File: src/rtl/dkong3_dmc_arbiter.sv
// Arbitrates two DMC DMA fetch requesters onto one shared, fixed-latency DMC ROM read port.
// Grants round-robin on ties and returns the fetched byte with a hold-until-release acknowledge.
module dkong3_dmc_arbiter #(
    parameter int ROM_AW      = 13,
    parameter int ROM_LATENCY = 1
) (
    input  logic              I_SUBCLK,
    input  logic              I_SUB_RESETn,
    input  logic              I_REQ1,
    input  logic [15:0]       I_ADDR1,
    output logic              O_ACK1,
    output logic [7:0]        O_DATA1,
    input  logic              I_REQ2,
    input  logic [15:0]       I_ADDR2,
    output logic              O_ACK2,
    output logic [7:0]        O_DATA2,
    output logic [ROM_AW-1:0] O_ROM_ADDR,
    input  logic [7:0]        I_ROM_DO,
    output logic              O_BUSY,
    output logic              O_GNT2
);

    localparam logic [1:0] ST_IDLE  = 2'd0;
    localparam logic [1:0] ST_FETCH = 2'd1;
    localparam logic [1:0] ST_ACK   = 2'd2;

    logic [1:0] state;
    logic [1:0] lat_cnt;
    logic       last_gnt2;
    logic       win2;
    logic       owner_req;

    // Requester 2 wins when it is alone, or on a tie when requester 2 was not served last.
    always_comb begin
        win2      = I_REQ2 & (~I_REQ1 | ~last_gnt2);
        owner_req = O_GNT2 ? I_REQ2 : I_REQ1;
    end

    generate
        if (ROM_AW < 16) begin : g_unused
            logic unused_addr_hi;
            assign unused_addr_hi = ^{I_ADDR1[15:ROM_AW], I_ADDR2[15:ROM_AW]};
        end
    endgenerate

    always_ff @(posedge I_SUBCLK) begin
        if (!I_SUB_RESETn) begin
            state      <= ST_IDLE;
            lat_cnt    <= '0;
            last_gnt2  <= 1'b1;
            O_ACK1     <= 1'b0;
            O_ACK2     <= 1'b0;
            O_DATA1    <= '0;
            O_DATA2    <= '0;
            O_ROM_ADDR <= '0;
            O_BUSY     <= 1'b0;
            O_GNT2     <= 1'b0;
        end else begin
            case (state)
                ST_IDLE: begin
                    if (I_REQ1 || I_REQ2) begin
                        O_GNT2     <= win2;
                        last_gnt2  <= win2;
                        O_ROM_ADDR <= win2 ? I_ADDR2[ROM_AW-1:0] : I_ADDR1[ROM_AW-1:0];
                        lat_cnt    <= 2'(ROM_LATENCY);
                        O_BUSY     <= 1'b1;
                        state      <= ST_FETCH;
                    end
                end
                ST_FETCH: begin
                    // Capture one edge after the counter has run down, so the ROM output has settled.
                    if (lat_cnt == 2'd0) begin
                        if (O_GNT2) begin
                            O_DATA2 <= I_ROM_DO;
                            O_ACK2  <= 1'b1;
                        end else begin
                            O_DATA1 <= I_ROM_DO;
                            O_ACK1  <= 1'b1;
                        end
                        state <= ST_ACK;
                    end else begin
                        lat_cnt <= lat_cnt - 2'd1;
                    end
                end
                ST_ACK: begin
                    if (!owner_req) begin
                        O_ACK1 <= 1'b0;
                        O_ACK2 <= 1'b0;
                        O_BUSY <= 1'b0;
                        state  <= ST_IDLE;
                    end
                end
                default: begin
                    O_ACK1 <= 1'b0;
                    O_ACK2 <= 1'b0;
                    O_BUSY <= 1'b0;
                    state  <= ST_IDLE;
                end
            endcase
        end
    end

endmodule

File: config.mk
export PLATFORM = sky130hd
export DESIGN_NAME = dkong3_dmc_arbiter
export DESIGN_NICKNAME = d
export VERILOG_FILES = /design/src/rtl/dkong3_dmc_arbiter.sv
export SDC_FILE = /design/constraint.sdc
export NUM_CORES = 1
export LEC_CHECK = 0
export CAP_MARGIN = 5
export CORE_AREA = 2 2 71 66
export DETAILED_ROUTE_END_ITERATION = 7
export DIE_AREA = 0 0 73 68
export GPL_TIMING_DRIVEN = 0
export PLACE_DENSITY = 0.78
export SLEW_MARGIN = 10
export SYNTH_ARGS = -nofsm -noshare
export SYNTH_HDL_FRONTEND = slang
export SYNTH_SLANG_ARGS = --single-unit
File: constraint.sdc
create_clock -name I_SUBCLK -period 1.7 [get_ports I_SUBCLK]
set_input_delay 0.51 -clock I_SUBCLK [delete_from_list [all_inputs] [get_ports I_SUBCLK]]
set_output_delay 0.51 -clock I_SUBCLK [all_outputs]
set_load 0.01 [all_outputs]
==> run summary, run 1 <==
status = finished, final reports clean
synthesized flop and latch total = 38
Combinational Power Share = 27.3%
min cycle time layout = 1660 ps
Tightest Pin Transition = 534 ps
vias in the first global route = 1434
DR DRC count = 0
critical path arrival = 1150 ps
placed cells = 282
clock buffer depth = 2
Layout Skew = 6.43 ps
syn nets = 208
Vias = 1445
nets@finish = 285
CP delay by family, top = buffers and inverters
top-area cell type share of the netlist area = 46.3%
Internal = 1650 uW
Ys Warns = 0
initial DRC count = 39
standard-cell rows = 23
Bufs and invs on worst path = 1
CP max stage delay = 540 ps
Die H = 68 um
Sink Count = 38
wire length of the first global-routing pass = 6270 um
Routed WL per cell = 13.4 um
synth-to-layout area growth = 56.4%
sequential fraction of the synthesis area = 46.3%
I/O Buffers = 69
GPL Wtd Cong = 0.772
post-synth cell types = 33
Synth area leader = dfxtp_1
GRT Resource Usage Total = 16.1%
path type of the worst setup path = reg -> out
post-DP HPWL = 2840 um
total gr overflow = 0
R2R Setup Slk = 270 ps
Hold Crit Class = reg -> reg
initial antenna violation count = 0
worst path required time = 1190 ps
antenna viol nets, final = 0
Net Sw Power = 648 uW
Fin Hold WS = 453 ps
Post-synth EDFFs = 0
final slew viol count = 0
Root Buffer = clkbuf_8
cell with the most instances after synthesis = dfxtp_1
ys flop type = dfxtp_1
Async SR Flop Fraction = 0%
footprint of the multi-input gates = 785 sq um
crit share post-route = 97.8%
Post-Route WL = 3890 um
crit start category = flip-flop
Ant. Diodes = 0
Max VDD drop = 0.000497 V
switch share = 28.2%
RSZ-0062 raised after global routing = false
cts bufs inserted = 5
TritonCTS clock tree = yes
Die Wd = 73 um
# fillers = 364
H-tree levels = 2
clk_lat worst skew = 290 ps
Register Area = 761 sq um
final hold violation count = 0
pwr dens = 894 nW/um^2
Die ar. = 4960 sq um
Clk network pwr share = 28.2%
CP Cell Sequence = clkdlybuf4s50_1
IO Count = 77
setup_tns = 0 ps
Finished Layout Cells = 291
CP max FO = 2
nature of the critical path endpoint = primary output
Post-synth top cells = 38 x dfxtp_1, 23 x a21oi_1, 22 x mux2i_1, 16 x nand2_1
Avg Vias per Cell = 4.97
setup violators final = 0
Initial Utilization = 38.3%
Flop pwr share = 44.5%
syn avg cell area = 10.1 sq um
clock slew at reported path FFs = 80 ps
Core ar. = 4290 sq um
layout cells sized above 1 = 13.3%
Achievable Freq = 0.601 GHz
First-pass DRT Iterations = 4
largest cells by area after synthesis = dfxtp_1 46%, mux2i_1 13%, a21oi_1 7.0%
Netlist Area Pre-Place = 1640 sq um
CP max-delay cell = clkdlybuf4s50_1
CTS Hold Buffers Added = 0
largest net degree at the start of global routing = 13
leakage dissipation = 0.00141 uW
Syn Inst Count = 163
Max-slew headroom = 64.4%
Maximum Capacitance Violations = 0
==> state kept, by name, indices dropped and copies added, names as in the netlist <==
| name | flops |
|---|---|
| O_BUSY | 1 |
| state | 2 |
| O_DATA1 | 8 |
| O_ACK1 | 1 |
| last_gnt2 | 1 |
| O_ROM_ADDR | 13 |
| O_DATA2 | 8 |
| O_GNT2 | 1 |
| lat_cnt | 2 |
| O_ACK2 | 1 |
==> through the flow <==
stage | utilization (%) | area [sq um] | power (uW) | worst slack, ps
2_1_floorplan | - | 1640 | 1400 | 347
3_3_place_gp | 55.9 | 2400 | 1680 | -352
6_report | 59.9 | 2570 | 2300 | 37.1
4_1_cts | 58.1 | 2490 | 2340 | 2.35
5_1_grt | 59.9 | 2570 | 2420 | 4.82
3_5_place_dp | 55.9 | 2400 | 1690 | -352
==> layout by cell type (no fill, tap or decap), types with 2 or more instances in the layout <==
cell type | synthesis | routed
buf_1 | 2 | 2
nor3b_1 | 2 | 2
clkbuf_8 | 0 | 6
clkdlybuf4s50_1 | 0 | 36
dlymetal6s2s_1 | 0 | 28
a211oi_1 | 4 | 4
o21ai_0 | 3 | 3
buf_4 | 5 | 6
dlygate4sd2_1 | 0 | 5
nand2_1 | 16 | 16
o21a_1 | 3 | 3
mux2i_1 | 22 | 22
a211oi_2 | 9 | 9
nor2_1 | 9 | 8
a21oi_1 | 23 | 23
nand3_1 | 2 | 2
o211a_1 | 2 | 2
buf_2 | 3 | 3
inv_1 | 3 | 3
dfxtp_1 | 38 | 38
==> power groups by stage <==
stage,Combinational [uW],Sequential (uW),Clock (uW)
floorplan,320,1080,0
global placement,637,1040,0
detailed placement,648,1040,0
CTS,645,1030,674
global route,685,1030,701
finish,627,1020,647
==> worst paths after layout <==
| kind | start | endpoint | cells past startpoint |
|---|---|---|---|
| max | O_ROM_ADDR[7]$_SDFFE_PN0P_ | O_ROM_ADDR[7] | 1 |
| min | O_DATA2[1]$_SDFFE_PN0P_ | O_DATA2[1]$_SDFFE_PN0P_ | 2 |
| max reg2reg | state[1]$_SDFFE_PN0P_ | O_ROM_ADDR[9]$_SDFFE_PN0P_ | 5 |
| min reg2reg | O_DATA2[1]$_SDFFE_PN0P_ | O_DATA2[1]$_SDFFE_PN0P_ | 2 |
==> metal layers <==
metal,part of all wire (%),global-route usage (%),vias to the layer above
li1,-,-,733
met1,45,20.3,664
met2,47,26.9,45
met3,6.5,4.57,3
met4,0.75,4.17,0
met5,0,0,-
==> repair_timing <==
item / 4_1_cts / 5_1_grt
endpoints found under the setup margin: 11 / 37
buffers inserted: 1 / 0
gates resized for setup: 5 / 30
==> area by class of cell <==
type | count | area share [%]
multi-input cells | 108 | 30.5
well taps | 50 | 2.44
flip-flops and latches | 38 | 29.6
repair buffers | 70 | 29.7
clock buffers | 6 | 3.21
plain buffers | 13 | 3.46
clock inverters | 2 | 0.487
inverters | 4 | 0.585
==> tightest hold or removal path, stage by stage (launching register included) <==
cell	delay, ps
dfxtp_1	310
nand2_1	50
a21oi_1	50
==> logic make-up (layout without fill, tap and decap cells) <==
kind of cell,count (synthesis),in the layout,synth area share [%]
buffers and inverters,17,95,6.32
multiplexers,22,22,13.4
flip-flops,38,38,46.3
adder cells (fa/ha/maj),1,1,0.761
AO/OA/AOI/OAI,50,50,22.8
AND/OR/NAND/NOR,35,35,10.4
Note: power is estimated with default switching activity, not from simulation.
==> inputs of run 2 (changes only) <==
Settings changed: CORE_AREA 2 2 71 66 to 2 2 69 65, CTS_BUF_LIST from default to sky130_fd_sc_hd__clkbuf_4, DIE_AREA 0 0 73 68 to 0 0 71 67, PLACE_DENSITY 0.78 to 0.81.
==> run summary, run 2 (same netlist as run 1, synthesis figures left out) <==
status = finished, final reports clean
nature of the critical path endpoint = flip-flop
Initial Utilization = 41.2%
Ant. Diodes = 0
Max-slew headroom = 65.1%
most frequent cells in the layout = 37 x dfxtp_1, 36 x clkdlybuf4s50_1, 33 x dlygate4sd2_1, 23 x a21oi_1, 22 x mux2i_1
Combinational Power Share = 29.2%
Max VDD drop = 0.000369 V
nets@finish = 285
Die ar. = 4760 sq um
standard-cell rows = 22
Placed Area = 2390 sq um
First-pass DRT Iterations = 4
Largest register FFs = 13
Sink Count = 38
Hold Crit Class = reg -> reg
leakage dissipation = 0.00105 uW
Core ar. = 3990 sq um
crit start category = input port
post-DP HPWL = 2940 um
critical path arrival = 1830 ps
Routed WL per cell = 13.6 um
cts bufs inserted = 5
Net Sw Power = 605 uW
IO Count = 77
largest register by flop count = O_ROM_ADDR
Tightest Pin Transition = 524 ps
switch share = 29.7%
CTS Hold Buffers Added = 0
CP Cell Sequence = clkdlybuf4s50_1 -> a21boi_4 -> buf_12 -> mux2i_1 -> a211oi_2
GPL Wtd Cong = 0.778
Avg Vias per Cell = 4.99
Maximum Capacitance Violations = 0
final slew viol count = 0
layout cells sized above 1 = 12.1%
Root Buffer = clkbuf_4
design area = 2400 sq um
setup violators final = 0
wire length of the first global-routing pass = 6570 um
vias in the first global route = 1431
Flop pwr share = 50.2%
final hold violation count = 0
overall power = 2040 uW
# fillers = 368
Die H = 67 um
synth-to-layout area growth = 46.4%
Clk network pwr share = 20.6%
Layout Utilization = 60.3%
biggest regs = O_ROM_ADDR: 13 flops, O_DATA1: 8 flops, O_DATA2: 8 flops
CP max FO = 10
path type of the worst setup path = in -> reg
Internal = 1440 uW
H-tree levels = 2
GRT Resource Usage Total = 17.6%
crit share post-route = 94.9%
Vias = 1431
clock slew at reported path FFs = 100 ps
total gr overflow = 0
Post-Route WL = 3910 um
min cycle time layout = 1610 ps
CP max stage delay = 560 ps
clock buffer depth = 2
largest net degree at the start of global routing = 11
DR DRC count = 0
I/O Buffers = 69
clk_lat worst skew = 340 ps
pwr dens = 848 nW/um^2
TritonCTS clock tree = yes
antenna viol nets, final = 0
worst path required time = 1910 ps
most common cell after layout, fill and taps aside = dfxtp_1
Layout Skew = 7.53 ps
CP max-delay cell = clkdlybuf4s50_1
Die Wd = 71 um
Achievable Freq = 0.620 GHz
initial antenna violation count = 0
initial DRC count = 52
RSZ-0062 raised after global routing = false
## run 2: changes by cell type in the layout (fill, tap and decap cells not counted), sizes merged
cell,before,now
dlymetal6s2s,28,0
clkinvlp,1,0
dlygate4sd2,5,33
clkbuf,8,7
## run 2: cell type report
type,instances,area [sq um],share of cell area [%]
multi-input combinational,108,781,32.5
sequential,38,762,31.7
timing repair buffer,70,657,27.3
buffer,13,88.8,3.69
tap,48,60.1,2.50
clock buffer,5,37.5,1.56
inverter,4,15.0,0.624
clock inverter,1,3.75,0.156
## run 2: final timing paths
kind / from / end / slack, ps / depth (start not counted)
min reg2reg: O_DATA2[4]$_SDFFE_PN0P_ / O_DATA2[4]$_SDFFE_PN0P_ / 460 / 2
max: I_REQ2 / O_ROM_ADDR[9]$_SDFFE_PN0P_ / 90 / 5
min: O_DATA2[4]$_SDFFE_PN0P_ / O_DATA2[4]$_SDFFE_PN0P_ / 460 / 2
max reg2reg: lat_cnt[0]$_SDFFE_PN0P_ / O_DATA1[6]$_SDFFE_PN0P_ / 270 / 6
## run 2: worst max-delay path: cells and delay by family
kind	cells	cell delay (ps)
buffers and inverters	2	720
AO/OA/AOI/OAI	2	340
multiplexers	1	260
## run 2: repair_timing
action	in CTS	in global routing
setup endpoints to repair	34	4
pin swaps	0	0
buffers inserted	1	0
gates resized for setup	34	1
## run 2: power by group through the flow
stage               registers, uW  logic, uW  clock network, uW
global route                 1040        658                470
CTS                          1020        601                433
detailed placement           1050        646                  0
global placement             1040        637                  0
finish                       1020        597                420
floorplan                    1080        320                  0
## run 2: per-layer routing
metal,vias to the layer above,wire (um),global-route usage [%]
li1,736,-,-
met1,636,1790,21.1
met2,53,1770,28.9
met3,6,286,6.20
met4,0,60,6.60
met5,-,0,0
## run 2: per-stage QoR
step	TNS (ps)	cells	hold WS, ps	setup WS (ps)
after floorplan	0	163	446	347
after global placement	-4620	280	441	-378
after detailed placement	-5150	280	447	-391
after CTS	0	287	459	86.1
after global routing	0	287	479	22.3
final	0	287	455	86.0
